## src/rtl/seq_alu.sv

```systemverilog
// Handshaked ALU: ADD/OR/XOR/AND/LT/EQ in one cycle, SLL/SRL on a one-bit-per-cycle shifter.
// Define SEQ_ALU_BARREL_EN to replace the iterative shifter with a single-cycle barrel shifter.
module seq_alu #(
    parameter int W  = 8,
    parameter int CW = $clog2(W)
) (
    input  logic         Clk,
    input  logic         Reset,
    input  logic         in_valid,
    output logic         in_ready,
    input  logic [2:0]   op,
    input  logic [W-1:0] ina,
    input  logic [W-1:0] inb,
    output logic         out_valid,
    input  logic         out_ready,
    output logic [W-1:0] result,
    output logic         zero,
    output logic         carry
);
    localparam logic [2:0] OP_ADD = 3'b000;
    localparam logic [2:0] OP_OR  = 3'b001;
    localparam logic [2:0] OP_XOR = 3'b010;
    localparam logic [2:0] OP_AND = 3'b011;
    localparam logic [2:0] OP_LT  = 3'b100;
    localparam logic [2:0] OP_EQ  = 3'b101;
    localparam logic [2:0] OP_SLL = 3'b110;
    localparam logic [2:0] OP_SRL = 3'b111;

    logic         valid_q, valid_d;
    logic [W-1:0] res_q, res_d;
    logic         zero_q, zero_d;
    logic         carry_q, carry_d;
    logic [W:0]   sum;
    logic [W-1:0] alu_res;
    logic         alu_carry;
    logic         accept;

    assign sum = {1'b0, ina} + {1'b0, inb};

    always_comb begin
        alu_res   = '0;
        alu_carry = 1'b0;
        case (op)
            OP_ADD: begin
                alu_res   = sum[W-1:0];
                alu_carry = sum[W];
            end
            OP_OR:  alu_res = ina | inb;
            OP_XOR: alu_res = ina ^ inb;
            OP_AND: alu_res = ina & inb;
            OP_LT:  alu_res = {{(W-1){1'b0}}, (ina < inb)};
            OP_EQ:  alu_res = {{(W-1){1'b0}}, (ina == inb)};
`ifdef SEQ_ALU_BARREL_EN
            OP_SLL: alu_res = ina << inb;
            OP_SRL: alu_res = ina >> inb;
`else
            // Only the k==0 and k>=W shift cases finish in one cycle here
            OP_SLL: alu_res = (inb == '0) ? ina : '0;
            OP_SRL: alu_res = (inb == '0) ? ina : '0;
`endif
            default: alu_res = '0;
        endcase
    end

`ifdef SEQ_ALU_BARREL_EN
    assign in_ready = !Reset && (!valid_q || out_ready);
    assign accept   = in_valid && in_ready;

    always_comb begin
        valid_d = valid_q;
        res_d   = res_q;
        zero_d  = zero_q;
        carry_d = carry_q;
        if (valid_q && out_ready) valid_d = 1'b0;
        if (accept) begin
            res_d   = alu_res;
            zero_d  = (alu_res == '0);
            carry_d = alu_carry;
            valid_d = 1'b1;
        end
    end
`else
    typedef enum logic {IDLE, SHIFT} state_t;
    localparam logic [W-1:0] W_VAL = W'(W);

    state_t        state_q, state_d;
    logic [CW-1:0] cnt_q, cnt_d;
    logic [W-1:0]  work_q, work_d;
    logic          dir_q, dir_d;
    logic          slow_shift;
    logic [W-1:0]  shift_nxt;

    assign in_ready   = !Reset && (state_q == IDLE) && (!valid_q || out_ready);
    assign accept     = in_valid && in_ready;
    assign slow_shift = (op[2:1] == 2'b11) && (inb != '0) && (inb < W_VAL);
    assign shift_nxt  = dir_q ? (work_q >> 1) : (work_q << 1);

    always_comb begin
        valid_d = valid_q;
        res_d   = res_q;
        zero_d  = zero_q;
        carry_d = carry_q;
        state_d = state_q;
        cnt_d   = cnt_q;
        work_d  = work_q;
        dir_d   = dir_q;
        if (valid_q && out_ready) valid_d = 1'b0;
        if (state_q == SHIFT) begin
            work_d = shift_nxt;
            cnt_d  = cnt_q - CW'(1);
            if (cnt_q == CW'(1)) begin
                res_d   = shift_nxt;
                zero_d  = (shift_nxt == '0);
                carry_d = 1'b0;
                valid_d = 1'b1;
                state_d = IDLE;
            end
        end else if (accept) begin
            if (slow_shift) begin
                work_d  = ina;
                cnt_d   = inb[CW-1:0];
                dir_d   = op[0];
                state_d = SHIFT;
            end else begin
                res_d   = alu_res;
                zero_d  = (alu_res == '0);
                carry_d = alu_carry;
                valid_d = 1'b1;
            end
        end
    end

    always_ff @(posedge Clk) begin
        if (Reset) begin
            state_q <= IDLE;
            cnt_q   <= '0;
            work_q  <= '0;
            dir_q   <= 1'b0;
        end else begin
            state_q <= state_d;
            cnt_q   <= cnt_d;
            work_q  <= work_d;
            dir_q   <= dir_d;
        end
    end
`endif

    always_ff @(posedge Clk) begin
        if (Reset) begin
            valid_q <= 1'b0;
            res_q   <= '0;
            zero_q  <= 1'b0;
            carry_q <= 1'b0;
        end else begin
            valid_q <= valid_d;
            res_q   <= res_d;
            zero_q  <= zero_d;
            carry_q <= carry_d;
        end
    end

    assign out_valid = valid_q;
    assign result    = res_q;
    assign zero      = zero_q;
    assign carry     = carry_q;
endmodule

```

## config.mk

```make
export PLATFORM = sky130hd
export DESIGN_NAME = seq_alu
export DESIGN_NICKNAME = d
export VERILOG_FILES = /design/src/rtl/seq_alu.sv
export SDC_FILE = /design/constraint.sdc
export NUM_CORES = 1
export LEC_CHECK = 0
export ABC_AREA = 1
export CELL_PAD_IN_SITES_DETAIL_PLACEMENT = 0
export CELL_PAD_IN_SITES_GLOBAL_PLACEMENT = 2
export CORE_MARGIN = 4
export CORE_UTILIZATION = 31
export CTS_BUF_LIST = sky130_fd_sc_hd__clkbuf_16
export DETAILED_ROUTE_END_ITERATION = 10
export DONT_BUFFER_PORTS = 1
export HOLD_SLACK_MARGIN = 0.1
export PLACE_DENSITY_LB_ADDON = 0.1
export SLEW_MARGIN = 30
export SYNTH_ARGS = -nofsm -noshare
export SYNTH_HDL_FRONTEND = slang
export SYNTH_SLANG_ARGS = --single-unit
```

## constraint.sdc

```tcl
create_clock -name Clk -period 1.9 [get_ports Clk]
set_clock_uncertainty 0.2 [all_clocks]
set_input_delay 0.285 -clock Clk [delete_from_list [all_inputs] [get_ports Clk]]
set_output_delay 0.285 -clock Clk [all_outputs]
set_load 0.02 [all_outputs]
```

==> impl_metrics.csv, run 1 <==
group,metric,value,unit
global_route,use_met2,0.320,
timing,final-setup-viol-count,0,
synth,synthTopCellsByCount,"nand2_1, inv_1, nor2_1, nand3_1, ha_1",
synth,synth-edff-count,0,
cts,numCtsBuffers,3,
global_route,grt_use_met3,0.0167,
timing,report.final.slew_viol_count,0,
floorplan,start_util,0.321,
finish,seq_area,482,um^2
synth,synthArstFlopShare,0,
cts,cts_tree,"done",
synth,ys_seq_area_frac,0.207,
cts,clk_transition_reported_paths,60,ps
global_route,busiest_layer,"met2",
detailed_routing,drt-total-wl,7.97,mm
floorplan,rows,31,
synth,yosys.cell_count.top_type,"nand2_1",
placement,place_congestion,0.844,
cts,clk-insertion-delay-late,260,ps
finish,fin_nets,477,
finish,fill_cells,812,
synth,synthDominantAreaCellType,"dfxtp_1",
placement,place_area,2720,um^2
pwr,peakVddDrop,0.278,mV
floorplan,die-height,94.6,um
finish,multi_input_area,1590,um^2
global_route,grt_antenna_before_repair,0,
synth,synth_fp_nets,424,
detailed_routing,drc_errors,0,
timing,hold_viol,0,
synth,avgSynthCellArea,6.22,um^2
global_route,grt_pass1_vias,2543,
synth,yosysWarnings,0,
global_route,grt_usage,0.185,
floorplan,core-area,7250,um^2
timing,fin_crit,1800,ps
synth,synth.area.top_cells,"dfxtp_1, nand2_1, ha_1",
floorplan,die_w,94.6,um
timing,period_share,0.948,
synth,syn_area,2320,um^2
timing,rsz0062_at_grt,"no",
cts,cts-htree-levels,1,
cts,cts-root-buf,"clkbuf_16",
pwr,report.power.total,0.00144,W
synth,synthDistinctLibCells,32,
finish,post-route-util,0.412,
floorplan,die-area,8950,um^2
detailed_routing,wl_per_cell,15.2,um
critical_path,path_max_fanout,5,
timing,tightest_slew,541,ps
hold_path,hp-class,"primary input to register",
placement,port-buffer-count,0,
detailed_routing,dr.pass1.iters,5,
global_route,grt_pass1_wl,12.9,mm
cts,clock_sinks,24,
floorplan,io_pins,35,
detailed_routing,ant_nets,0,
critical_path,crit_arrival,1730,ps
timing,relSlewSlack,0.638,
pwr,p_leak,1.46,nW
critical_path,start_kind,"register",
finish,final_cell_area,2990,um^2
run,max-cap-violations,0,
critical_path,worst_setup_path_end_kind,"register",
global_route,gr-total-overflow,0,
finish,synthToLayoutAreaGrowth,28.4,%
outcome,status,"finished clean",
synth,yosys.area.top_type_share,0.207,
finish,n_antenna_cell,0,
synth,synth_top_flop_cell,"dfxtp_1",
synth,ys_seq_elements,24,
cts,cts_buffer_depth,2,
placement,hpwl,6.53,mm
critical_path,required,1820,ps
detailed_routing,avgViaCountPerCell,4.85,
pwr,p_per_area,482,nW/um^2
synth,synthCells,374,
detailed_routing,vias,2540,
timing,max_freq,555,MHz
hold_path,worstHoldPathCells,2,
global_route,use_met1,0.235,
global_route,grt_max_degree,14,
critical_path,rr_worst_depth,11,
detailed_routing,drt_iter0_markers,86,
finish,drive_gt1_frac,0.176,
critical_path,path_class,"register to register",
-- cells in the final DEF, fill, tap and decap left out, types with 13 or more instances in the layout --
cell     synthesis  routed
buf_4            3      44
nand3_1         29      28
nor2_1          32      31
a31oi_1         13      13
ha_1            26      23
dfxtp_1         24      23
inv_1           57      54
o21ai_0         20      18
a21oi_1         20      20
nand2_1        100      98
-- critical path: stages, from the launching register on --
cell	delay, ps
dfxtp_2	320
inv_2	60
nor2_4	40
nor3_4	190
nand2_2	100
inv_1	70
nand2_2	70
a21oi_4	260
inv_2	100
buf_4	140
nand2_1	40
a21oi_1	60
-- per-layer routing --
layer / vias to the layer above / part of all wire
li1: 1325 / -
met4: 0 / 0.032
met5: - / 0
met2: 56 / 0.48
met1: 1144 / 0.45
met3: 15 / 0.033
-- flip-flops by register name, indices dropped and copies added, names as in the netlist --
name / count
carry: 1
cnt_q: 3
state_q: 1
result: 8
dir_q: 1
work_q: 8
out_valid: 1
zero: 1
-- final cells by class --
cell class,instances,area share
timing repair buffer,60,0.167
sequential,24,0.161
clock buffer,3,0.0251
inverter,59,0.0742
tap,99,0.0415
multi-input combinational,279,0.531
-- what timing repair did --
action | CTS | global route
hold buffers | 12 | 0
setup endpoints to repair | 0 | 8
buffers inserted | 0 | 2
gates resized for setup | 0 | 19
endpoints found under the hold margin | 14 | 0
-- kinds of logic after synthesis --
family                   synth area share
AO/OA/AOI/OAI                       0.149
multiplexers                      0.00861
flip-flops                          0.207
XOR/XNOR                          0.00377
buffers and inverters               0.128
adder cells (fa/ha/maj)             0.149
AND/OR/NAND/NOR                     0.356
-- power by group --
| group | total (W) | internal (W) | leakage [nW] | switching, W |
|---|---|---|---|---|
| clock | 0.000456 | 0.000279 | 0.0370 | 0.000177 |
| sequential | 0.000544 | 0.000519 | 0.195 | 0.0000258 |
| combinational | 0.000438 | 0.000199 | 1.23 | 0.000239 |
-- final timing paths --
path                                 from   endpoint  slack, ps
worst max-delay path            out_valid      carry        100
worst min-delay path                Reset  out_valid        160
worst max register to register  out_valid      carry        100
worst min register to register  work_q[7]  work_q[7]        260
-- stage by stage --
step                TNS [ps]  worst slack (ps)  hold WS [ps]  instances
global route               0              6.32           164        524
floorplan                  0              14.9           154        374
CTS                        0              42.9           157        521
detailed placement      -492              -201           157        506
global placement        -539              -203           156        506
finish                     0              98.1           164        524
(Power assumes the default switching activity.)
==> run 2, diff against run 1 <==
--- a/config.mk
+++ b/config.mk
@@ -9,8 +9,9 @@
 export CELL_PAD_IN_SITES_DETAIL_PLACEMENT = 0
 export CELL_PAD_IN_SITES_GLOBAL_PLACEMENT = 2
 export CORE_MARGIN = 4
-export CORE_UTILIZATION = 31
-export CTS_BUF_LIST = sky130_fd_sc_hd__clkbuf_16
+export CORE_UTILIZATION = 32
+export CTS_BUF_LIST = sky130_fd_sc_hd__clkbuf_2 sky130_fd_sc_hd__clkbuf_4 sky130_fd_sc_hd__clkbuf_8
+export CTS_CLUSTER_SIZE = 14
 export DETAILED_ROUTE_END_ITERATION = 10
 export DONT_BUFFER_PORTS = 1
 export HOLD_SLACK_MARGIN = 0.1
==> impl_metrics.csv, run 2 (synthesis results as in run 1) <==
group,metric,value,unit
outcome,status,"finished clean",
floorplan,core-area,6910,um^2
critical_path,crit_arrival,1790,ps
critical_path,path_class,"register to register",
detailed_routing,drt_iter0_markers,172,
critical_path,crit_path_cell_trace,"buf_6, clkinvlp_4, a21oi_2, inv_1, nor4_1, a21oi_1, a21oi_1",
cts,numCtsBuffers,3,
detailed_routing,vias,2563,
critical_path,start_kind,"register",
timing,setup_slack,120,ps
floorplan,io_pins,35,
floorplan,die-area,8690,um^2
cts,cts-root-buf,"clkbuf_8",
placement,hpwl,6.45,mm
floorplan,start_util,0.337,
placement,dp_slack,-133,ps
detailed_routing,dr.pass1.iters,5,
run,max-cap-violations,0,
finish,post-route-util,0.432,
detailed_routing,drt-total-wl,8.02,mm
cts,clock_sinks,24,
global_route,grt_pass1_wl,12.9,mm
placement,port-buffer-count,0,
detailed_routing,ant_nets,0,
finish,multi_input_area,1600,um^2
global_route,grt_usage,0.188,
critical_path,path_max_fanout,12,
timing,max_freq,562,MHz
finish,fill_cells,791,
finish,stdcell_count,523,
detailed_routing,avgViaCountPerCell,4.90,
critical_path,required,1910,ps
cts,cts_buffer_depth,2,
global_route,grt_pass1_vias,2452,
critical_path,slowest_delay,370,ps
finish,seq_area,483,um^2
critical_path,critical-path-top-delay-family,"buffers and inverters",
detailed_routing,drc_errors,0,
hold_path,hp-class,"primary input to register",
finish,drive_gt1_frac,0.185,
critical_path,path_buf_inv,3,
finish,fin_nets,478,
floorplan,die_w,93.2,um
finish,synthToLayoutAreaGrowth,28.3,%
cts,clk-insertion-delay-late,270,ps
timing,relSlewSlack,0.630,
floorplan,die-height,93.2,um
detailed_routing,wl_per_cell,15.3,um
cts,clk_transition_reported_paths,90,ps
placement,place_congestion,0.800,
pwr,peakVddDrop,0.260,mV
cts,cts-htree-levels,1,
timing,report.final.slew_viol_count,0,
pwr,p_leak,1.45,nW
finish,final_cell_area,2980,um^2
timing,period_share,0.937,
critical_path,path_common_cell,"a21oi_1",
global_route,gr-total-overflow,0,
timing,rsz0062_at_grt,"yes",
critical_path,worst_setup_path_end_kind,"register",
finish,final_cell_mix,"nand2_1, inv_1, buf_4",
placement,dp_cells,504,
global_route,grt_max_degree,14,
pwr,p_per_area,451,nW/um^2
timing,tightest_slew,553,ps
finish,n_antenna_cell,0,
timing,fin_crit,1780,ps
timing,hold_viol,0,
critical_path,cpMaxStageDelayCell,"dfxtp_2",
cts,cts_tree,"done",
pwr,report.power.total,0.00135,W
placement,place_area,2710,um^2
global_route,grt_antenna_before_repair,0,
finish,final_common_cell,"nand2_1",
floorplan,rows,30,
timing,final-setup-viol-count,0,
## run 2: final cells by class
type	instances	area share
Sequential cell	24	0.162
Inverter	59	0.0755
Timing Repair Buffer	61	0.166
Clock buffer	4	0.0185
Tap cell	96	0.0403
Multi-Input combinational cell	279	0.538
## run 2: path summary, 6_finish.rpt
path                                 from         to  slack, ps  cells after the start
worst max-delay path              state_q       zero        120                      7
worst min-delay path               ina[7]       zero        150                      5
worst min register to register  work_q[7]  work_q[7]        260                      2
worst max register to register    state_q       zero        120                      7
## run 2: per-layer routing
| metal | wire (um) | GRT usage | share of wire |
|---|---|---|---|
| met1 | 3920 | 0.275 | 0.49 |
| met3 | 480 | 0.0378 | 0.060 |
| met4 | 16 | 0.0147 | 0.0020 |
| met2 | 3600 | 0.297 | 0.45 |
| met5 | 0 | 0 | 0 |
## run 2: metrics by stage
stage          hold slack [ps]  setup TNS [ps]
3_5_place_dp               159            -307
2_1_floorplan              154               0
6_report                   145               0
3_3_place_gp               157            -245
5_1_grt                    182           -54.4
4_1_cts                    147               0
## run 2: report_power, final
part | internal, W | switching, W
Sequential | 0.000518 | 0.0000261
Clock | 0.000185 | 0.000174
Combinational | 0.000203 | 0.000239
## run 2: tightest hold or removal path, delay by kind of cell
| kind | cells | cell delay (ps) |
|---|---|---|
| simple gates | 3 | 180 |
| compound gates | 2 | 110 |
## run 2: timing repair
| action | CTS | global route |
|---|---|---|
| resized for setup | 0 | 20 |
| hold buffers | 12 | 0 |
| setup endpoints to repair | 0 | 10 |
| endpoints found under the hold margin | 14 | 0 |
| setup buffers | 0 | 3 |
